`src/rtl/lsu_dmem_master_pkg.sv`:
```
// Shared definitions for the load/store unit data-memory master:
// funct3 encodings, FSM state encoding, access-size decode and alignment helpers.
package lsu_dmem_master_pkg;

    localparam int XLEN = 32;

    // RV32I load funct3 encodings
    localparam logic [2:0] F3_LB  = 3'b000;
    localparam logic [2:0] F3_LH  = 3'b001;
    localparam logic [2:0] F3_LW  = 3'b010;
    localparam logic [2:0] F3_LBU = 3'b100;
    localparam logic [2:0] F3_LHU = 3'b101;

    // RV32I store funct3 encodings
    localparam logic [2:0] F3_SB  = 3'b000;
    localparam logic [2:0] F3_SH  = 3'b001;
    localparam logic [2:0] F3_SW  = 3'b010;

    typedef enum logic [2:0] {
        ST_IDLE   = 3'd0,
        ST_LOAD   = 3'd1,
        ST_STORE  = 3'd2,
        ST_RMW_RD = 3'd3,
        ST_RMW_WR = 3'd4
    } lsu_state_e;

    typedef enum logic [1:0] {
        SZ_BYTE = 2'd0,
        SZ_HALF = 2'd1,
        SZ_WORD = 2'd2
    } lsu_size_e;

    // Decode access width; unused load encodings act as LW, store funct3[1:0]==11 as SW.
    function automatic lsu_size_e access_size(input logic store, input logic [2:0] funct3);
        lsu_size_e sz;
        sz = SZ_WORD;
        if (store) begin
            if (funct3[1:0] == F3_SB[1:0])      sz = SZ_BYTE;
            else if (funct3[1:0] == F3_SH[1:0]) sz = SZ_HALF;
            else                                sz = SZ_WORD;
        end else begin
            case (funct3)
                F3_LB, F3_LBU: sz = SZ_BYTE;
                F3_LH, F3_LHU: sz = SZ_HALF;
                default:       sz = SZ_WORD;
            endcase
        end
        return sz;
    endfunction

    // Byte accesses are never misaligned; halves need addr[0]=0, words addr[1:0]=0.
    function automatic logic misaligned(input lsu_size_e sz, input logic [1:0] addr_lo);
        logic bad;
        case (sz)
            SZ_HALF: bad = addr_lo[0];
            SZ_WORD: bad = |addr_lo;
            default: bad = 1'b0;
        endcase
        return bad;
    endfunction

    // LB/LH sign-extend; LBU/LHU zero-extend (funct3[2] set).
    function automatic logic load_is_signed(input logic [2:0] funct3);
        return !funct3[2];
    endfunction

endpackage

```
`src/rtl/lsu_dmem_master_if.sv`:
```
// Request/response and data-memory signals of the LSU grouped into one bundle.
// Handshake: a request transfers on a rising clk edge where req_valid && req_ready;
// the requester holds fields stable while req_valid is high and req_ready is low.
// resp_valid is a single-cycle pulse with no back-pressure.
interface lsu_dmem_master_if #(
    parameter int XLEN = 32
);
    logic            req_valid;
    logic            req_ready;
    logic            req_store;
    logic [2:0]      req_funct3;
    logic [XLEN-1:0] req_addr;
    logic [XLEN-1:0] req_wdata;

    logic            resp_valid;
    logic [XLEN-1:0] resp_data;
    logic            resp_err;

    logic [XLEN-1:0] dmem_addr;
    logic [XLEN-1:0] dmem_data_in;
    logic [XLEN-1:0] dmem_data_out;
    logic            dmem_wen;
    logic            dmem_ren;

    // LSU side
    modport master (
        input  req_valid, req_store, req_funct3, req_addr, req_wdata, dmem_data_out,
        output req_ready, resp_valid, resp_data, resp_err,
        output dmem_addr, dmem_data_in, dmem_wen, dmem_ren
    );

    // Execute stage + memory side
    modport slave (
        output req_valid, req_store, req_funct3, req_addr, req_wdata, dmem_data_out,
        input  req_ready, resp_valid, resp_data, resp_err,
        input  dmem_addr, dmem_data_in, dmem_wen, dmem_ren
    );
endinterface

```
`src/rtl/lsu_dmem_master_align.sv`:
```
// Combinational lane logic: extracts and extends the addressed byte/half of a read
// word for loads, and merges store data into the addressed lane for read-modify-write.
// The low address bits that would make an access misaligned are simply not looked at,
// so a misaligned half or word is treated as the aligned access containing it.
module lsu_dmem_master_align
    import lsu_dmem_master_pkg::*;
(
    input  lsu_size_e         size,
    input  logic              load_signed,
    input  logic [1:0]        addr_lo,
    input  logic [XLEN-1:0]   rdata,
    input  logic [XLEN-1:0]   wdata,
    output logic [XLEN-1:0]   load_data,
    output logic [XLEN-1:0]   merged
);

    logic [7:0]  lane_b;
    logic [15:0] lane_h;

    // Load path: pick the lane, then sign- or zero-extend by access size
    always_comb begin
        lane_b = rdata[7:0];
        case (addr_lo)
            2'd0: lane_b = rdata[7:0];
            2'd1: lane_b = rdata[15:8];
            2'd2: lane_b = rdata[23:16];
            2'd3: lane_b = rdata[31:24];
            default: lane_b = rdata[7:0];
        endcase
        lane_h = addr_lo[1] ? rdata[31:16] : rdata[15:0];

        case (size)
            SZ_BYTE: load_data = {{24{load_signed & lane_b[7]}}, lane_b};
            SZ_HALF: load_data = {{16{load_signed & lane_h[15]}}, lane_h};
            default: load_data = rdata;
        endcase
    end

    // Store path: overwrite only the addressed lane of the word just read
    always_comb begin
        merged = rdata;
        case (size)
            SZ_BYTE: begin
                case (addr_lo)
                    2'd0: merged[7:0]   = wdata[7:0];
                    2'd1: merged[15:8]  = wdata[7:0];
                    2'd2: merged[23:16] = wdata[7:0];
                    2'd3: merged[31:24] = wdata[7:0];
                    default: merged[7:0] = wdata[7:0];
                endcase
            end
            SZ_HALF: begin
                if (addr_lo[1]) merged[31:16] = wdata[15:0];
                else            merged[15:0]  = wdata[15:0];
            end
            default: merged = wdata;
        endcase
    end

endmodule

```
`src/rtl/lsu_dmem_master.sv`:
```
// Load/store unit, initiator side of a word-wide data memory without byte enables.
// Loads and SW take one memory cycle; SB/SH read the word, merge, and write it back.
// Optional feature macro: LSU_MISALIGN_TRAP_EN -- when defined, misaligned LH/LHU/LW/SH/SW
// complete one cycle after acceptance with resp_err=1 and no memory access; when not
// defined resp_err is tied low and offending low address bits are ignored.
module lsu_dmem_master
    import lsu_dmem_master_pkg::*;
#(
    parameter bit STORE_ACK = 1'b1
)(
    input  logic               clk,
    input  logic               rst,
    lsu_dmem_master_if.master  bus,
    output lsu_state_e         dbg_state
);

    lsu_state_e      state;
    lsu_size_e       size_q;
    logic            signed_q;
    logic [XLEN-1:0] addr_q;
    logic [XLEN-1:0] wdata_q;

    logic            resp_valid_q;
    logic [XLEN-1:0] resp_data_q;
    logic            resp_err_q;

    logic            wen_q;
    logic            ren_q;
    logic [XLEN-1:0] dmem_addr_q;
    logic [XLEN-1:0] dmem_data_in_q;

    lsu_size_e       req_size;
    logic [XLEN-1:0] req_word_addr;
    logic            trap_hit;
    logic [XLEN-1:0] load_data;
    logic [XLEN-1:0] merged;

    assign req_size      = access_size(bus.req_store, bus.req_funct3);
    assign req_word_addr = {bus.req_addr[XLEN-1:2], 2'b00};

`ifdef LSU_MISALIGN_TRAP_EN
    assign trap_hit = misaligned(req_size, bus.req_addr[1:0]);
`else
    assign trap_hit = 1'b0;
`endif

    lsu_dmem_master_align u_align (
        .size        (size_q),
        .load_signed (signed_q),
        .addr_lo     (addr_q[1:0]),
        .rdata       (bus.dmem_data_out),
        .wdata       (wdata_q),
        .load_data   (load_data),
        .merged      (merged)
    );

    // Request latch, FSM, registered strobes/address and response registers
    always_ff @(posedge clk) begin
        if (rst) begin
            state          <= ST_IDLE;
            size_q         <= SZ_WORD;
            signed_q       <= 1'b0;
            addr_q         <= '0;
            wdata_q        <= '0;
            resp_valid_q   <= 1'b0;
            resp_data_q    <= '0;
            resp_err_q     <= 1'b0;
            wen_q          <= 1'b0;
            ren_q          <= 1'b0;
            dmem_addr_q    <= '0;
            dmem_data_in_q <= '0;
        end else begin
            resp_valid_q <= 1'b0;
            resp_err_q   <= 1'b0;
            case (state)
                ST_IDLE: begin
                    if (bus.req_valid) begin
                        size_q   <= req_size;
                        signed_q <= load_is_signed(bus.req_funct3);
                        addr_q   <= bus.req_addr;
                        wdata_q  <= bus.req_wdata;
                        if (trap_hit) begin
                            // Misaligned: report immediately, never touch memory
                            resp_valid_q <= 1'b1;
                            resp_err_q   <= 1'b1;
                            resp_data_q  <= '0;
                        end else if (!bus.req_store) begin
                            state       <= ST_LOAD;
                            ren_q       <= 1'b1;
                            dmem_addr_q <= req_word_addr;
                        end else if (req_size == SZ_WORD) begin
                            state          <= ST_STORE;
                            wen_q          <= 1'b1;
                            dmem_addr_q    <= req_word_addr;
                            dmem_data_in_q <= bus.req_wdata;
                        end else begin
                            state       <= ST_RMW_RD;
                            ren_q       <= 1'b1;
                            dmem_addr_q <= req_word_addr;
                        end
                    end
                end
                ST_LOAD: begin
                    state        <= ST_IDLE;
                    ren_q        <= 1'b0;
                    dmem_addr_q  <= '0;
                    resp_valid_q <= 1'b1;
                    resp_data_q  <= load_data;
                end
                ST_STORE: begin
                    state          <= ST_IDLE;
                    wen_q          <= 1'b0;
                    dmem_addr_q    <= '0;
                    dmem_data_in_q <= '0;
                    resp_valid_q   <= STORE_ACK;
                    resp_data_q    <= '0;
                end
                ST_RMW_RD: begin
                    // Address stays put; swap the read strobe for the write strobe
                    state          <= ST_RMW_WR;
                    ren_q          <= 1'b0;
                    wen_q          <= 1'b1;
                    dmem_data_in_q <= merged;
                end
                ST_RMW_WR: begin
                    state          <= ST_IDLE;
                    wen_q          <= 1'b0;
                    dmem_addr_q    <= '0;
                    dmem_data_in_q <= '0;
                    resp_valid_q   <= STORE_ACK;
                    resp_data_q    <= '0;
                end
                default: begin
                    state       <= ST_IDLE;
                    wen_q       <= 1'b0;
                    ren_q       <= 1'b0;
                    dmem_addr_q <= '0;
                end
            endcase
        end
    end

    // Strobes are masked during reset so an aborted RMW can never write
    assign bus.dmem_wen     = wen_q & ~rst;
    assign bus.dmem_ren     = ren_q & ~rst;
    assign bus.dmem_addr    = dmem_addr_q;
    assign bus.dmem_data_in = dmem_data_in_q;

    assign bus.req_ready  = (state == ST_IDLE);
    assign bus.resp_valid = resp_valid_q;
    assign bus.resp_data  = resp_data_q;
`ifdef LSU_MISALIGN_TRAP_EN
    assign bus.resp_err   = resp_err_q;
`else
    assign bus.resp_err   = 1'b0;
`endif
    assign dbg_state      = state;

endmodule
```
`src/flat_wrapper.sv`:
```
// flat-port wrapper written by rule: the top's interface ports become plain ports
module lsu_dmem_master_flat import lsu_dmem_master_pkg::*;
#(
    parameter bit STORE_ACK = 1'b1
)
  (clk, rst, dbg_state, bus_req_valid, bus_req_store, bus_req_funct3, bus_req_addr, bus_req_wdata, bus_dmem_data_out, bus_req_ready, bus_resp_valid, bus_resp_data, bus_resp_err, bus_dmem_addr, bus_dmem_data_in, bus_dmem_wen, bus_dmem_ren);
  lsu_dmem_master_if bus_i ();
  input  logic clk;
  input  logic rst;
  output lsu_state_e dbg_state;
  input wire logic [$bits(bus_i.req_valid)-1:0] bus_req_valid;
  input wire logic [$bits(bus_i.req_store)-1:0] bus_req_store;
  input wire logic [$bits(bus_i.req_funct3)-1:0] bus_req_funct3;
  input wire logic [$bits(bus_i.req_addr)-1:0] bus_req_addr;
  input wire logic [$bits(bus_i.req_wdata)-1:0] bus_req_wdata;
  input wire logic [$bits(bus_i.dmem_data_out)-1:0] bus_dmem_data_out;
  output wire logic [$bits(bus_i.req_ready)-1:0] bus_req_ready;
  output wire logic [$bits(bus_i.resp_valid)-1:0] bus_resp_valid;
  output wire logic [$bits(bus_i.resp_data)-1:0] bus_resp_data;
  output wire logic [$bits(bus_i.resp_err)-1:0] bus_resp_err;
  output wire logic [$bits(bus_i.dmem_addr)-1:0] bus_dmem_addr;
  output wire logic [$bits(bus_i.dmem_data_in)-1:0] bus_dmem_data_in;
  output wire logic [$bits(bus_i.dmem_wen)-1:0] bus_dmem_wen;
  output wire logic [$bits(bus_i.dmem_ren)-1:0] bus_dmem_ren;
  assign bus_i.req_valid = bus_req_valid;
  assign bus_i.req_store = bus_req_store;
  assign bus_i.req_funct3 = bus_req_funct3;
  assign bus_i.req_addr = bus_req_addr;
  assign bus_i.req_wdata = bus_req_wdata;
  assign bus_i.dmem_data_out = bus_dmem_data_out;
  assign bus_req_ready = bus_i.req_ready;
  assign bus_resp_valid = bus_i.resp_valid;
  assign bus_resp_data = bus_i.resp_data;
  assign bus_resp_err = bus_i.resp_err;
  assign bus_dmem_addr = bus_i.dmem_addr;
  assign bus_dmem_data_in = bus_i.dmem_data_in;
  assign bus_dmem_wen = bus_i.dmem_wen;
  assign bus_dmem_ren = bus_i.dmem_ren;
  lsu_dmem_master #(.STORE_ACK(STORE_ACK)) u_core (.clk(clk), .rst(rst), .bus(bus_i), .dbg_state(dbg_state));
endmodule
```
`config.mk`:
```
export PLATFORM = sky130hd
export DESIGN_NAME = lsu_dmem_master_flat
export DESIGN_NICKNAME = d
export VERILOG_FILES = /design/src/rtl/lsu_dmem_master_pkg.sv /design/src/rtl/lsu_dmem_master_if.sv /design/src/rtl/lsu_dmem_master_align.sv /design/src/rtl/lsu_dmem_master.sv /design/src/flat_wrapper.sv
export SDC_FILE = /design/constraint.sdc
export NUM_CORES = 1
export LEC_CHECK = 0
export BUFFER_PORTS_ARGS = -buffer_cell sky130_fd_sc_hd__clkbuf_2
export CAP_MARGIN = 25
export CORE_MARGIN = 5
export CORE_UTILIZATION = 30
export CTS_BUF_LIST = sky130_fd_sc_hd__clkbuf_8
export CTS_CLUSTER_DIAMETER = 100
export DETAILED_ROUTE_END_ITERATION = 7
export MAX_ROUTING_LAYER = met4
export PLACE_DENSITY = 0.59
export SLEW_MARGIN = 20
export SYNTH_ARGS = -nofsm -noshare
export SYNTH_HDL_FRONTEND = slang
export SYNTH_SLANG_ARGS = --single-unit
```
`constraint.sdc`:
```
create_clock -name clk -period 3.85 [get_ports clk]
set_input_delay 0.5775 -clock clk [delete_from_list [all_inputs] [get_ports clk]]
set_output_delay 0.5775 -clock clk [all_outputs]
set_load 0.1 [all_outputs]
```
==> out/qor.yml, run 1 <==
status: "complete, no violations"
synthesis.area_mm2: 0.00631
clk_path_buf_depth: 2
place_hpwl_um: 16900
stdcell_count: 1170
crit_type: "register to register"
end_kind: "register"
hp-class: "primary input to register"
clkSinkCount: 137
grt.total_usage_pct: 19.0
start_util_pct: 30.2
place.gp.congestion: 0.907
relSlewSlack_pct: 33.8
drive_above_1_share_pct: 34.0
critPathTopFamily: "simple AND/OR/NAND/NOR gates"
grt_pass1_vias: 5951
holdWs_ps: 306
min_to: "u_core.signed_q"
hold_violations: 0
power.leakage_nw: 3.43
synth.distinct_cells: 43
synth_top_area_share_pct: 43.5
synthMuxAreaShare_pct: 11.0
drc: 0
clock-root-buffer: "clkbuf_8"
min_period_over_period_pct: 66.2
crit_chain: "inv_1, nor2_1, a222oi_1, nor2_1, a221o_1"
fp.coreArea_mm2: 0.0209
synth-edff-count: 0
synth_top_area_cell: "dfxtp_1"
numCtsBuffers: 17
dp.cells: 1135
cp_max_fo: 24
synth-seq-cells: 137
area_growth_pct: 25.4
n_fill_cell: 2194
synth_warnings: 0
r2r_cells: 5
yosysMostFrequentCell: "dfxtp_1"
antenna_found_initial: 2
p_per_area_mw_per_mm2: 468
portBuffers: 203
finClkSkew_ps: 13.1
min_period_ps: 2550
io_pins: 207
cts_tree: "done"
ant_nets: 0
drv_slew: 0
crit_buf_inv: 1
synth_top_family_by_area: "compound AO/OA/AOI/OAI gates"
insertion_delay_ps: 460
max_stage_delay_ps: 910
die_y_um: 155
wl_per_cell_um: 19.6
r2r_slack_ps: 1300
hold_start: "bus_req_funct3[2]"
rsz0062_at_grt: "no"
ys.flop_type: "dfxtp_1"
via_count: 6300
yosys.area_share.simple_pct: 14.6
synth_xor_area_share_pct: 0.139
drt_iter0_drc: 615
synthCells: 708
r2r-end: "u_core.bus.dmem_data_in[28]"
async_reset_ff_share_pct: 0
path_clk_slew_ps: 70
postCtsSetupRepairBufs: 0
yosys-top-cells-area: "dfxtp_1, mux2_2, nand2_1"
synth_common_cells: "dfxtp_1, nand2_1, nor2_1, a22oi_1, clkbuf_1"
via_per_inst: 5.38
setup_violations: 0
max_freq_ghz: 0.392
worst_slew_pin_slew_ps: 989
synth_compound_area_share_pct: 25.2
cts_max_level: 4
slowest_stage: "dfxtp_1"
tns_ps: 0
final_nets: 983
drtPass1Iterations: 8
reg2reg_from: "u_core.size_q[0]"
final_area_mm2: 0.00791
ys_seq_area_share_pct: 43.5
startpoint_type: "register"
synth.avg_cell_area_um2: 8.91
path_common_cell: "nor2_1"
cts_resized: 0
synth_adder_area_share_pct: 0
max-vdd-ir-drop_mv: 0.268
dieArea_mm2: 0.0240
finalWirelength_um: 23000
cap_viol_max_count: 0
cp.required_ps: 4250
ctsHoldBuffers: 0
arrival_ps: 2950
grt_pass1_wl_um: 34600
whs_path_depth: 2
postPlaceCellArea_mm2: 0.00748
die_w_um: 155
rows: 53
grt_max_degree: 72
grt-ovfl-total: 0
[routing by layer]
metal	track usage, %	routed length (um)	vias to the layer above	share of wire, %
met5	-	0	-	0
met1	24.9	9960	2995	43
met4	6.10	549	0	2.4
met3	5.92	2320	38	10
met2	28.0	10200	311	44
li1	-	-	2956	-
[metrics by stage]
step                      power (W)  util, %  worst slack [ps]
after floorplan             0.00226        -               577
after global placement      0.00248     35.8              1380
after detailed placement    0.00248     35.8              1370
after CTS                   0.00372     37.8              1380
after global routing        0.00384     37.9              1190
final                       0.00370     37.9              1300
[cells by family after synthesis]
| group | after synthesis |
|---|---|
| AO/OA/AOI/OAI | 212 |
| XOR/XNOR | 1 |
| buffers and inverters | 82 |
| flip-flops | 137 |
| multiplexers | 57 |
| other | 1 |
| AND/OR/NAND/NOR | 218 |
[report_power, final]
group	total (W)	switching (W)	leakage, nW	internal, W
logic	0.000890	0.000667	2.11	0.000223
registers	0.00157	0.0000728	1.12	0.00149
clock network	0.00124	0.000601	0.200	0.000641
total	0.00370	0.00134	3.43	0.00236
[cells in the final DEF, fill, tap and decap left out, types with 13 or more instances in the layout]
master / instances
a222oi_1: 23
clkbuf_2: 202
nand2_1: 107
a221oi_1: 21
a21oi_1: 38
nor2_1: 75
dfxtp_1: 137
o21ai_0: 20
a22oi_1: 47
inv_1: 19
buf_4: 13
mux2_2: 42
a221o_1: 24
clkbuf_8: 17
[worst max path at each step]
stage                                    from  cells past startpoint  slack (ps)                           to
final                        u_core.size_q[0]                      5        1300  u_core.bus.dmem_data_in[28]
after global routing         u_core.size_q[0]                      5        1190  u_core.bus.dmem_data_in[29]
after CTS                    u_core.addr_q[1]                      5        1380  u_core.bus.dmem_data_in[15]
after detailed placement                  rst                      5        1370  u_core.bus.dmem_data_in[19]
after global placement                    rst                      5        1380  u_core.bus.dmem_data_in[11]
after floorplan           u_core.dbg_state[0]                      6         580  u_core.bus.dmem_data_in[26]
[flip-flops by register name, summed over array words and instances, names as in the netlist, 2 cells and up]
signal	cells
u_core.bus.dmem_data_in	32
u_core.size_q	2
u_core.addr_q	2
u_core.dbg_state	3
u_core.bus.dmem_addr	30
u_core.wdata_q	32
u_core.bus.resp_data	32
[area by class of cell]
class                   instances  area (um^2)  area share (%)
multi-input cells             491         3230            40.8
flip-flops and latches        137         2740            34.7
repair buffers                215         1110            14.0
well taps                     275          344            4.35
clock buffers                  17          234            2.96
clock inverters                15          178            2.25
inverters                      18         67.6           0.854
diodes                          2         5.00          0.0633
Note: power is estimated with default switching activity, not from simulation.
==> run 2, diff against run 1 <==
==> constraint.sdc (replaced) <==
create_clock -name clk -period 2.5 [get_ports clk]
set_input_delay 0.375 -clock clk [delete_from_list [all_inputs] [get_ports clk]]
set_output_delay 0.375 -clock clk [all_outputs]
set_load 0.1 [all_outputs]
==> out/qor.yml, run 2 (synthesis gave the netlist of run 1 again) <==
status: "finished, violations left"  # was complete, no violations
violations: "design-rule violations"
postPlaceCellArea_mm2: 0.00757  # was 0.00748 mm^2
cts_resized: 0  # unchanged
min_period_over_period_pct: 86.4  # was 66.2%
antenna_found_initial: 3  # was 2
tns_ps: 0  # unchanged
wl_per_cell_um: 20.1  # was 19.6 um
final_area_mm2: 0.00799  # was 0.00791 mm^2
die_y_um: 155  # unchanged
grt_pass1_wl_um: 36200  # was 34600 um
slowest_stage: "dfxtp_1"  # unchanged
cts_tree: "done"  # unchanged
max_stage_delay_ps: 510  # was 910 ps
setup_violations: 0  # unchanged
power.leakage_nw: 3.49  # was 3.43 nW
critPathTopFamily: "compound AO/OA/AOI/OAI gates"  # was simple AND/OR/NAND/NOR gates
crit_chain: "buf_4, nand2b_1, mux2_1, a222oi_1, nor2_1, a221o_1"  # was inv_1, nor2_1, a222oi_1, nor2_1, a221o_1
end_kind: "register"  # unchanged
drc: 5  # was 0
cp_max_fo: 17  # was 24
setup_ws_ps: 339  # was 1300 ps
ant_nets: 0  # unchanged
io_pins: 207  # unchanged
worst_slew_pin_slew_ps: 1090  # was 989 ps
area_growth_pct: 26.6  # was 25.4%
clkSinkCount: 137  # unchanged
clock-root-buffer: "clkbuf_8"  # unchanged
crit_buf_inv: 1  # unchanged
final_cell_mix: "clkbuf_2, dfxtp_1, nand2_1"  # unchanged
max-vdd-ir-drop_mv: 0.476  # was 0.268 mV
rsz0062_at_grt: "no"  # unchanged
grt-ovfl-total: 0  # unchanged
arrival_ps: 2490  # was 2950 ps
grt_use_met1_pct: 25.2  # was 24.9%
crit_type: "register to register"  # unchanged
finalWirelength_um: 23700  # was 23000 um
hold_violations: 0  # unchanged
grt_pass1_vias: 6120  # was 5951
fp.coreArea_mm2: 0.0209  # unchanged
layout_commonest_cell: "clkbuf_2"  # unchanged
gr-max-usage-layer: "met2"  # unchanged
drtPass1Iterations: 8  # unchanged
multi_input_area_mm2: 0.00324  # was 0.00323 mm^2
portBuffers: 203  # unchanged
rows: 53  # unchanged
cts_max_level: 4  # unchanged
grt.total_usage_pct: 19.8  # was 19.0%
use_met3_pct: 7.93  # was 5.92%
grt_max_degree: 58  # was 72
finClkSkew_ps: 16.5  # was 13.1 ps
drive_above_1_share_pct: 34.9  # was 34.0%
insertion_delay_ps: 440  # was 460 ps
postCtsSetupRepairBufs: 0  # unchanged
startpoint_type: "register"  # unchanged
p_per_area_mw_per_mm2: 708  # was 468 mW/mm^2
place.gp.congestion: 0.868  # was 0.907
path_clk_slew_ps: 90  # was 70 ps
hp-class: "primary input to register"  # unchanged
die_w_um: 155  # unchanged
drv_slew: 0  # unchanged
clk_path_buf_depth: 2  # unchanged
numCtsBuffers: 17  # unchanged
max_freq_ghz: 0.463  # was 0.392 GHz
start_util_pct: 30.2  # unchanged
grt_util_met2_pct: 28.6  # was 28.0%
cp.required_ps: 2830  # was 4250 ps
whs_path_depth: 2  # unchanged
min_period_ps: 2160  # was 2550 ps
cap_viol_max_count: 0  # unchanged
via_per_inst: 5.39  # was 5.38
n_fill_cell: 2177  # was 2194
drt_iter0_drc: 627  # was 615
relSlewSlack_pct: 27.4  # was 33.8%
cp_num_cells: 6  # was 5
ctsHoldBuffers: 0  # unchanged
ff_latch_area_mm2: 0.00275  # was 0.00274 mm^2
pre_cts_slack_ps: 389  # was 1370 ps
r2r_cells: 6  # was 5
via_count: 6352  # was 6300
place_hpwl_um: 17400  # was 16900 um
final_nets: 990  # was 983
dieArea_mm2: 0.0240  # unchanged
-- run 2: cell types whose count changed in the layout (fill, tap and decap cells not counted), moves of 2 or more --
| cell | change |
|---|---|
| clkbuf_8 | +3 |
| buf_4 | +6 |
| clkinvlp_4 | -3 |
| dfxtp_1 | -3 |
| dfxtp_2 | +2 |
-- run 2: routing by layer --
layer | wire, um | vias to the layer above
li1 | - | 2970
met1 | 10000 | 3001
met2 | 10100 | 337
met3 | 2720 | 44
met4 | 802 | 0
met5 | 0 | -
-- run 2: final cells by class --
type / instances / share of cell area [%]
Timing Repair Buffer: 222 / 14.7
Tap cell: 275 / 4.31
Inverter: 18 / 0.846
Clock buffer: 20 / 3.45
Sequential cell: 137 / 34.4
Clock inverter: 12 / 1.57
Multi-Input combinational cell: 491 / 40.6
Antenna cell: 3 / 0.0940
-- run 2: worst paths after layout --
check                          start                           to  slack [ps]
max                 u_core.addr_q[1]  u_core.bus.dmem_data_in[20]         340
min                bus_req_funct3[2]              u_core.signed_q         110
max reg2reg         u_core.addr_q[1]  u_core.bus.dmem_data_in[20]         340
min reg2reg  u_core.bus.resp_data[0]      u_core.bus.resp_data[0]         450
-- run 2: worst register-to-register path, cell delays in order, from the launching register on --
cell	delay, ps
dfxtp_1	510
buf_4	300
nand2b_1	260
mux2_1	390
a222oi_1	250
nor2_1	70
a221o_1	270
-- run 2: power by group --
| part | switching [W] | total, W | internal (W) | leakage, nW |
|---|---|---|---|---|
| logic | 0.00105 | 0.00140 | 0.000356 | 2.15 |
| clock network | 0.000885 | 0.00185 | 0.000961 | 0.212 |
| registers | 0.000104 | 0.00240 | 0.00230 | 1.12 |
-- run 2: through the flow --
stage	hold slack (ps)	cells	utilization (%)	power [W]
after global routing	102	1178	38.2	0.00589
final	110	1178	38.2	0.00565
after CTS	86.8	1175	38.2	0.00569
after global placement	432	1143	36.3	0.00384
after detailed placement	436	1143	36.3	0.00385
after floorplan	436	710	-	0.00348
